[config.mk]
export PLATFORM = sky130hd
export DESIGN_NAME = snake_ctrl
export DESIGN_NICKNAME = d
export VERILOG_FILES = /design/src/rtl/snake_pkg.sv /design/src/rtl/move_tick_gen.sv /design/src/rtl/snake_ctrl.sv
export SDC_FILE = /design/constraint.sdc
export NUM_CORES = 1
export LEC_CHECK = 0
export CORE_UTILIZATION = 50
export DETAILED_ROUTE_END_ITERATION = 6
export HOLD_SLACK_MARGIN = 0.15
export PLACE_DENSITY = 0.75
export SLEW_MARGIN = 20
export SYNTH_ARGS = -nofsm -noshare
export SYNTH_HDL_FRONTEND = slang
export SYNTH_HIERARCHICAL = 1
export SYNTH_SLANG_ARGS = --single-unit
[constraint.sdc]
create_clock -name clk -period 80.3 [get_ports clk]
set_input_delay 16.06 -clock clk [delete_from_list [all_inputs] [get_ports clk]]
set_output_delay 16.06 -clock clk [all_outputs]
set_load 0.02 [all_outputs]
[src/rtl/snake_pkg.sv]
// Shared snake game types and playfield constants; also used by the food generator and the renderer.
package snake_pkg;

    typedef enum logic [1:0] {
        UP    = 2'd0,
        DOWN  = 2'd1,
        LEFT  = 2'd2,
        RIGHT = 2'd3
    } dir_t;

    typedef enum logic {
        PLAY = 1'b0,
        OVER = 1'b1
    } state_t;

    localparam int SEGMENT_SIZE = 10;
    localparam int SCREEN_W     = 640;
    localparam int SCREEN_H     = 480;
    localparam int COORD_W      = 10;

    // Each direction and its reverse differ only in the LSB (UP<->DOWN, LEFT<->RIGHT).
    function automatic dir_t reverse_dir(input dir_t d);
        return dir_t'(d ^ 2'b01);
    endfunction

endpackage

[src/rtl/move_tick_gen.sv]
// Free-running divider: o_moveTick is high for one clock out of every TICK_DIV clocks.
module move_tick_gen #(
    parameter int TICK_DIV = 5000000
) (
    input  logic i_clk,
    input  logic i_reset,
    output logic o_moveTick
);

    localparam int CNT_W = (TICK_DIV > 1) ? $clog2(TICK_DIV) : 1;

    logic [CNT_W-1:0] r_count;
    logic             w_last;

    assign w_last     = (r_count == CNT_W'(TICK_DIV - 1));
    assign o_moveTick = w_last;

    always_ff @(posedge i_clk) begin
        if (i_reset) begin
            r_count <= '0;
        end else if (w_last) begin
            r_count <= '0;
        end else begin
            r_count <= r_count + CNT_W'(1);
        end
    end

endmodule

[src/rtl/snake_ctrl.sv]
// Snake movement, growth and collision controller feeding the food generator and renderer.
// Define SNAKE_WRAP_EN to make the head wrap around the playfield edges instead of hitting walls.
module snake_ctrl #(
    parameter int SEGMENT_SIZE = snake_pkg::SEGMENT_SIZE,
    parameter int SCREEN_W     = snake_pkg::SCREEN_W,
    parameter int SCREEN_H     = snake_pkg::SCREEN_H,
    parameter int MAX_LEN      = 32,
    parameter int INIT_LEN     = 3,
    parameter int TICK_DIV     = 5000000,
    parameter int START_X      = 320,
    parameter int START_Y      = 240
) (
    input  logic                         clk,
    input  logic                         reset,
    input  logic                         btn_up,
    input  logic                         btn_down,
    input  logic                         btn_left,
    input  logic                         btn_right,
    input  logic [9:0]                   food_x,
    input  logic [9:0]                   food_y,
    input  logic [$clog2(MAX_LEN)-1:0]   seg_idx,
    output logic [9:0]                   seg_x,
    output logic [9:0]                   seg_y,
    output logic [9:0]                   head_x,
    output logic [9:0]                   head_y,
    output logic [$clog2(MAX_LEN+1)-1:0] length,
    output logic                         food_eaten,
    output logic                         game_over
);

    import snake_pkg::*;

    localparam int LEN_W = $clog2(MAX_LEN + 1);

    logic [COORD_W-1:0] r_segX [MAX_LEN];
    logic [COORD_W-1:0] r_segY [MAX_LEN];
    logic [LEN_W-1:0]   r_length;
    dir_t               r_dir;
    dir_t               r_pending;
    state_t             r_state;
    logic               r_foodEaten;
    logic               r_gameOver;

    logic               w_moveTick;
    logic               w_btnValid;
    dir_t               w_btnDir;
    dir_t               w_dirEff;
    logic [COORD_W-1:0] w_nextX;
    logic [COORD_W-1:0] w_nextY;
    logic               w_wall;
    logic               w_eat;
    logic               w_self;
    logic               w_hit;
    logic [LEN_W-1:0]   w_limit;

    move_tick_gen #(
        .TICK_DIV (TICK_DIV)
    ) u_tick (
        .i_clk      (clk),
        .i_reset    (reset),
        .o_moveTick (w_moveTick)
    );

    assign seg_x      = r_segX[seg_idx];
    assign seg_y      = r_segY[seg_idx];
    assign head_x     = r_segX[0];
    assign head_y     = r_segY[0];
    assign length     = r_length;
    assign food_eaten = r_foodEaten;
    assign game_over  = r_gameOver;

    // In the step cycle the pending direction becomes dir, so reversal is judged against it.
    assign w_dirEff = w_moveTick ? r_pending : r_dir;

    always_comb begin
        w_btnValid = 1'b1;
        w_btnDir   = r_pending;
        if (btn_up)         w_btnDir = UP;
        else if (btn_down)  w_btnDir = DOWN;
        else if (btn_left)  w_btnDir = LEFT;
        else if (btn_right) w_btnDir = RIGHT;
        else                w_btnValid = 1'b0;
    end

    always_comb begin
        w_nextX = r_segX[0];
        w_nextY = r_segY[0];
        w_wall  = 1'b0;
        case (r_pending)
            UP: begin
                w_wall  = (r_segY[0] == '0);
                w_nextY = w_wall ? COORD_W'(SCREEN_H - SEGMENT_SIZE) : r_segY[0] - COORD_W'(SEGMENT_SIZE);
            end
            DOWN: begin
                w_wall  = (r_segY[0] == COORD_W'(SCREEN_H - SEGMENT_SIZE));
                w_nextY = w_wall ? '0 : r_segY[0] + COORD_W'(SEGMENT_SIZE);
            end
            LEFT: begin
                w_wall  = (r_segX[0] == '0);
                w_nextX = w_wall ? COORD_W'(SCREEN_W - SEGMENT_SIZE) : r_segX[0] - COORD_W'(SEGMENT_SIZE);
            end
            default: begin
                w_wall  = (r_segX[0] == COORD_W'(SCREEN_W - SEGMENT_SIZE));
                w_nextX = w_wall ? '0 : r_segX[0] + COORD_W'(SEGMENT_SIZE);
            end
        endcase
    end

    assign w_eat = (w_nextX == food_x) && (w_nextY == food_y);

    // The tail cell vacates on a plain move, but stays occupied when the snake grows.
    always_comb begin
        w_self  = 1'b0;
        w_limit = w_eat ? r_length : r_length - LEN_W'(1);
        for (int i = 0; i < MAX_LEN; i++) begin
            if ((LEN_W'(i) < w_limit) && (r_segX[i] == w_nextX) && (r_segY[i] == w_nextY)) begin
                w_self = 1'b1;
            end
        end
    end

`ifdef SNAKE_WRAP_EN
    assign w_hit = w_self;
`else
    assign w_hit = w_self | w_wall;
`endif

    always_ff @(posedge clk) begin
        if (reset) begin
            for (int i = 0; i < MAX_LEN; i++) begin
                r_segX[i] <= (i < INIT_LEN) ? COORD_W'(START_X - i * SEGMENT_SIZE) : COORD_W'(START_X);
                r_segY[i] <= COORD_W'(START_Y);
            end
            r_length    <= LEN_W'(INIT_LEN);
            r_dir       <= RIGHT;
            r_pending   <= RIGHT;
            r_state     <= PLAY;
            r_foodEaten <= 1'b0;
            r_gameOver  <= 1'b0;
        end else begin
            r_foodEaten <= 1'b0;
            case (r_state)
                PLAY: begin
                    if (w_btnValid && (w_btnDir != reverse_dir(w_dirEff))) begin
                        r_pending <= w_btnDir;
                    end
                    if (w_moveTick) begin
                        r_dir <= r_pending;
                        if (w_hit) begin
                            r_state    <= OVER;
                            r_gameOver <= 1'b1;
                        end else begin
                            for (int i = MAX_LEN - 1; i > 0; i--) begin
                                r_segX[i] <= r_segX[i-1];
                                r_segY[i] <= r_segY[i-1];
                            end
                            r_segX[0] <= w_nextX;
                            r_segY[0] <= w_nextY;
                            if (w_eat) begin
                                r_foodEaten <= 1'b1;
                                if (r_length != LEN_W'(MAX_LEN)) begin
                                    r_length <= r_length + LEN_W'(1);
                                end
                            end
                        end
                    end
                end
                default: begin
                end
            endcase
        end
    end

endmodule

==> results.json <==
{
  "ioPinCount": 79,
  "yosys_warnings": 6,
  "fmax_ghz": 0.0274,
  "synth_top_family_by_area": "simple AND/OR/NAND/NOR gates",
  "synth_area_per_cell_um2": 11.9,
  "sw_frac_of_total_pct": 30.5,
  "hpwlAfterDp_um": 114000,
  "tns_ns": 0,
  "reg2reg_slack_ns": 69.52,
  "crit_family": "buffers and inverters",
  "cts_max_level": 3,
  "rsz0062_at_grt": "false",
  "crit_end": "seg_y[9]",
  "finalMaxSlewViolations": 0,
  "cts_setup_buffers": 0,
  "synthMuxAreaShare_pct": 11.5,
  "rows": 107,
  "vias": 32400,
  "wire_per_inst_um": 31.8,
  "fin_crit_sh_pct": 45.4,
  "cts.sinks": 676,
  "drv_cap": 0,
  "pwr-share-clk_pct": 36.4,
  "dp_slack_ns": 43.73,
  "synth_area_um2": 43200,
  "powerDensity_nw_per_um2": 20.4,
  "seq_power_share_pct": 44.4,
  "postRouteWirelength_um": 154000,
  "drt_iter0_markers": 5065,
  "relSlewSlack_pct": 16.9,
  "synth_cell_types": 111,
  "status": "finished, violations left",
  "cts_buffers": 79,
  "port_buffers": 78,
  "drtPass1Iterations": 7,
  "antenna_found_initial": 5,
  "synthAdderAreaFrac_pct": 0.232,
  "synth-edff-count": 640,
  "crit_path_end_kind": "primary output",
  "p_switching_mw": 0.294,
  "syn_inst": 3644,
  "leakagePower_nw": 15.3,
  "period_needed_ns": 36.46,
  "critPathKind": "in2out",
  "cp_cell_sequence": "buf_8, buf_4, buf_4, mux4_2, mux4_2, mux2_2, clkdlybuf4s50_1",
  "final_core_util_pct": 55.3,
  "grt_pass1_vias": 30000,
  "die-area_um2": 87700,
  "setup.worst_path.start": "seg_idx[0]",
  "placed_area_um2": 44800,
  "dp.cells": 4697,
  "crit_arrival_ns": 20.40,
  "power_frac_comb_pct": 19.2,
  "core_um2": 85400,
  "fp.dieW_um": 296,
  "drc_errors": 2,
  "yosys.area_share.simple_pct": 21.0,
  "gp_congestion": 1.06,
  "hold_class": "reg2reg",
  "post_cts_resized": 0,
  "fill_cells": 7354,
  "ir_drop_v": 0.0000167,
  "ys_async_sr_fraction_pct": 0,
  "p_int_mw": 0.671,
  "setup_viol": 0,
  "gr-usage-all-layers_pct": 35.1,
  "worstMarginPinSlew_ns": 1.24,
  "synth_xor_area_share_pct": 12.7,
  "clkLatencyLatePin_ns": 0.65,
  "reg2regPathDepth": 18,
  "r2r-end": "r_segX[29][2]",
  "synth_compound_area_share_pct": 5.29,
  "final_hold_viol_count": 0,
  "grt-ovfl-total": 0,
  "critPathBufInv": 4,
  "grt_pass1_wl_um": 220000,
  "synth_ff_type": "edfxtp_1",
  "grt_start_max_net_pins": 243,
  "required_ns": 64.24,
  "crit_path_max_fanout": 81,
  "cts_hold_buf": 0,
  "violations": "design-rule violations",
  "drtAntennaViolNets": 0,
  "num-nets-final": 3673,
  "reg2reg_from": "r_pending[0]",
  "critical-path-max-stage-delay_ns": 0.81,
  "stdcell_area_um2": 47300,
  "syn_nets": 3683,
  "start_util_pct": 50.6,
  "syn_to_final_growth_pct": 9.28,
  "worstSetupStartpointType": "input port",
  "die_height_um": 296,
  "worst-path-stages": 7,
  "clock_skew_ns": 0.0311,
  "seq_area_frac_synth_pct": 46.1,
  "setup_ws_ns": 43.84,
  "cts_tree": "done",
  "fin_cells": 4834,
  "drive_gt1_share_pct": 13.0,
  "ys_ff_latch": 676,
  "vias_per_cell": 6.70,
  "clkTransAtPathRegs_ns": 0.06,
  "cts_root_buffer": "clkbuf_16",
  "crit_slowest_cell": "buf_4",
  "cts.path.max_buffers": 3
}
stage by stage:
step	total power [mW]	hold slack, ns
after floorplan	0.566	0.440
after global placement	0.612	0.435
after detailed placement	0.613	0.446
after CTS	0.961	0.448
after global routing	0.988	0.490
final	0.965	0.446
layout make-up:
class / instances / area, um2 / share of cell area [%]
Antenna cell: 2 / 5.00 / 0.0106
Clock buffer: 100 / 2100 / 4.44
Clock inverter: 35 / 340 / 0.720
Inverter: 29 / 109 / 0.230
Multi-Input combinational cell: 2701 / 22000 / 46.5
Sequential cell: 676 / 19900 / 42.2
Tap cell: 1144 / 1430 / 3.03
Timing Repair Buffer: 147 / 1340 / 2.83
worst register-to-register path: cells and delay by family (launching register included):
kind                      cells  cell delay [ns]
AOI/OAI and AO/OA             5             2.58
xor gates and xnor gates      1             0.33
buffers and inverters         6             4.14
DFF                           1             0.69
and+or+nand+nor               6             2.60
power groups by stage:
stage,Sequential (mW),Clock [mW],Combinational (mW)
after floorplan,0.446,0,0.120
after global placement,0.435,0,0.177
after detailed placement,0.435,0,0.178
after CTS,0.428,0.354,0.179
after global routing,0.430,0.367,0.192
final,0.429,0.351,0.185
worst min-delay path by stage:
stage,start,endpoint,cells past startpoint
CTS,game_over,game_over,2
global route,game_over,game_over,2
detailed placement,game_over,game_over,2
floorplan,r_dir[0],r_dir[0],2
finish,game_over,game_over,2
global placement,game_over,game_over,2
layout by cell type (no fill, tap or decap), types with 66 or more instances in the layout:
cell,count
nand2_1,134
nor2_1,106
xnor2_1,381
buf_4,66
mux4_2,200
xor2_1,233
nand2b_1,195
nand4_1,96
edfxtp_1,640
clkbuf_16,80
clkdlybuf4s50_1,74
nor4_1,71
nor3_1,85
and2_1,457
nand3_1,138
cell families (layout without fill, tap and decap cells):
| logic type | count (synthesis) | count (layout) |
|---|---|---|
| simple gates | 1521 | 1521 |
| flops | 676 | 676 |
| xor+xnor | 619 | 619 |
| compound gates | 311 | 311 |
| buf+inv | 267 | 311 |
| mux | 242 | 242 |
| fa+ha+maj | 8 | 8 |
| other cells | 0 | 2 |
synthesized netlist by cell type (15+ instances only):
cell type,instances,area (um2)
and2_1,457,2860
buf_1,28,105
o2111ai_1,16,140
clkbuf_1,77,289
nand2b_1,195,1220
a21oi_1,52,260
nand3_1,140,701
nor4_1,72,450
and3_1,31,194
or3_1,29,181
xnor2_1,381,3340
xor2_1,233,2040
nand2_1,134,503
mux4_2,200,4500
mux2i_1,17,170
edfxtp_1,640,19200
and4_1,15,131
nor2_1,109,409
buf_4,50,375
mux2_2,25,282
nor2b_1,20,125
o21ai_0,53,265
inv_1,26,97.6
or4_1,24,180
a211oi_1,18,135
dfxtp_1,36,721
buf_6,17,191
nand4b_1,18,158
nand4_1,96,601
buf_2,63,315
nor3_1,88,440
routing by layer:
| layer | track usage [%] | part of all wire (%) | routed length (um) |
|---|---|---|---|
| met1 | 50.0 | 40 | 61400 |
| met2 | 50.7 | 43 | 65800 |
| met3 | 8.89 | 12 | 18800 |
| met4 | 14.7 | 5.0 | 7710 |
| met5 | 0 | 0.031 | 48 |
registers in the layout, indices dropped and copies added (netlist names):
signal and flops:
r_pending 2, r_segX 320, length 6, food_eaten 1
r_state 1, u_tick/r_count 23, r_dir 2, r_segY 320
game_over 1
Note: power is estimated with default switching activity, not from simulation.
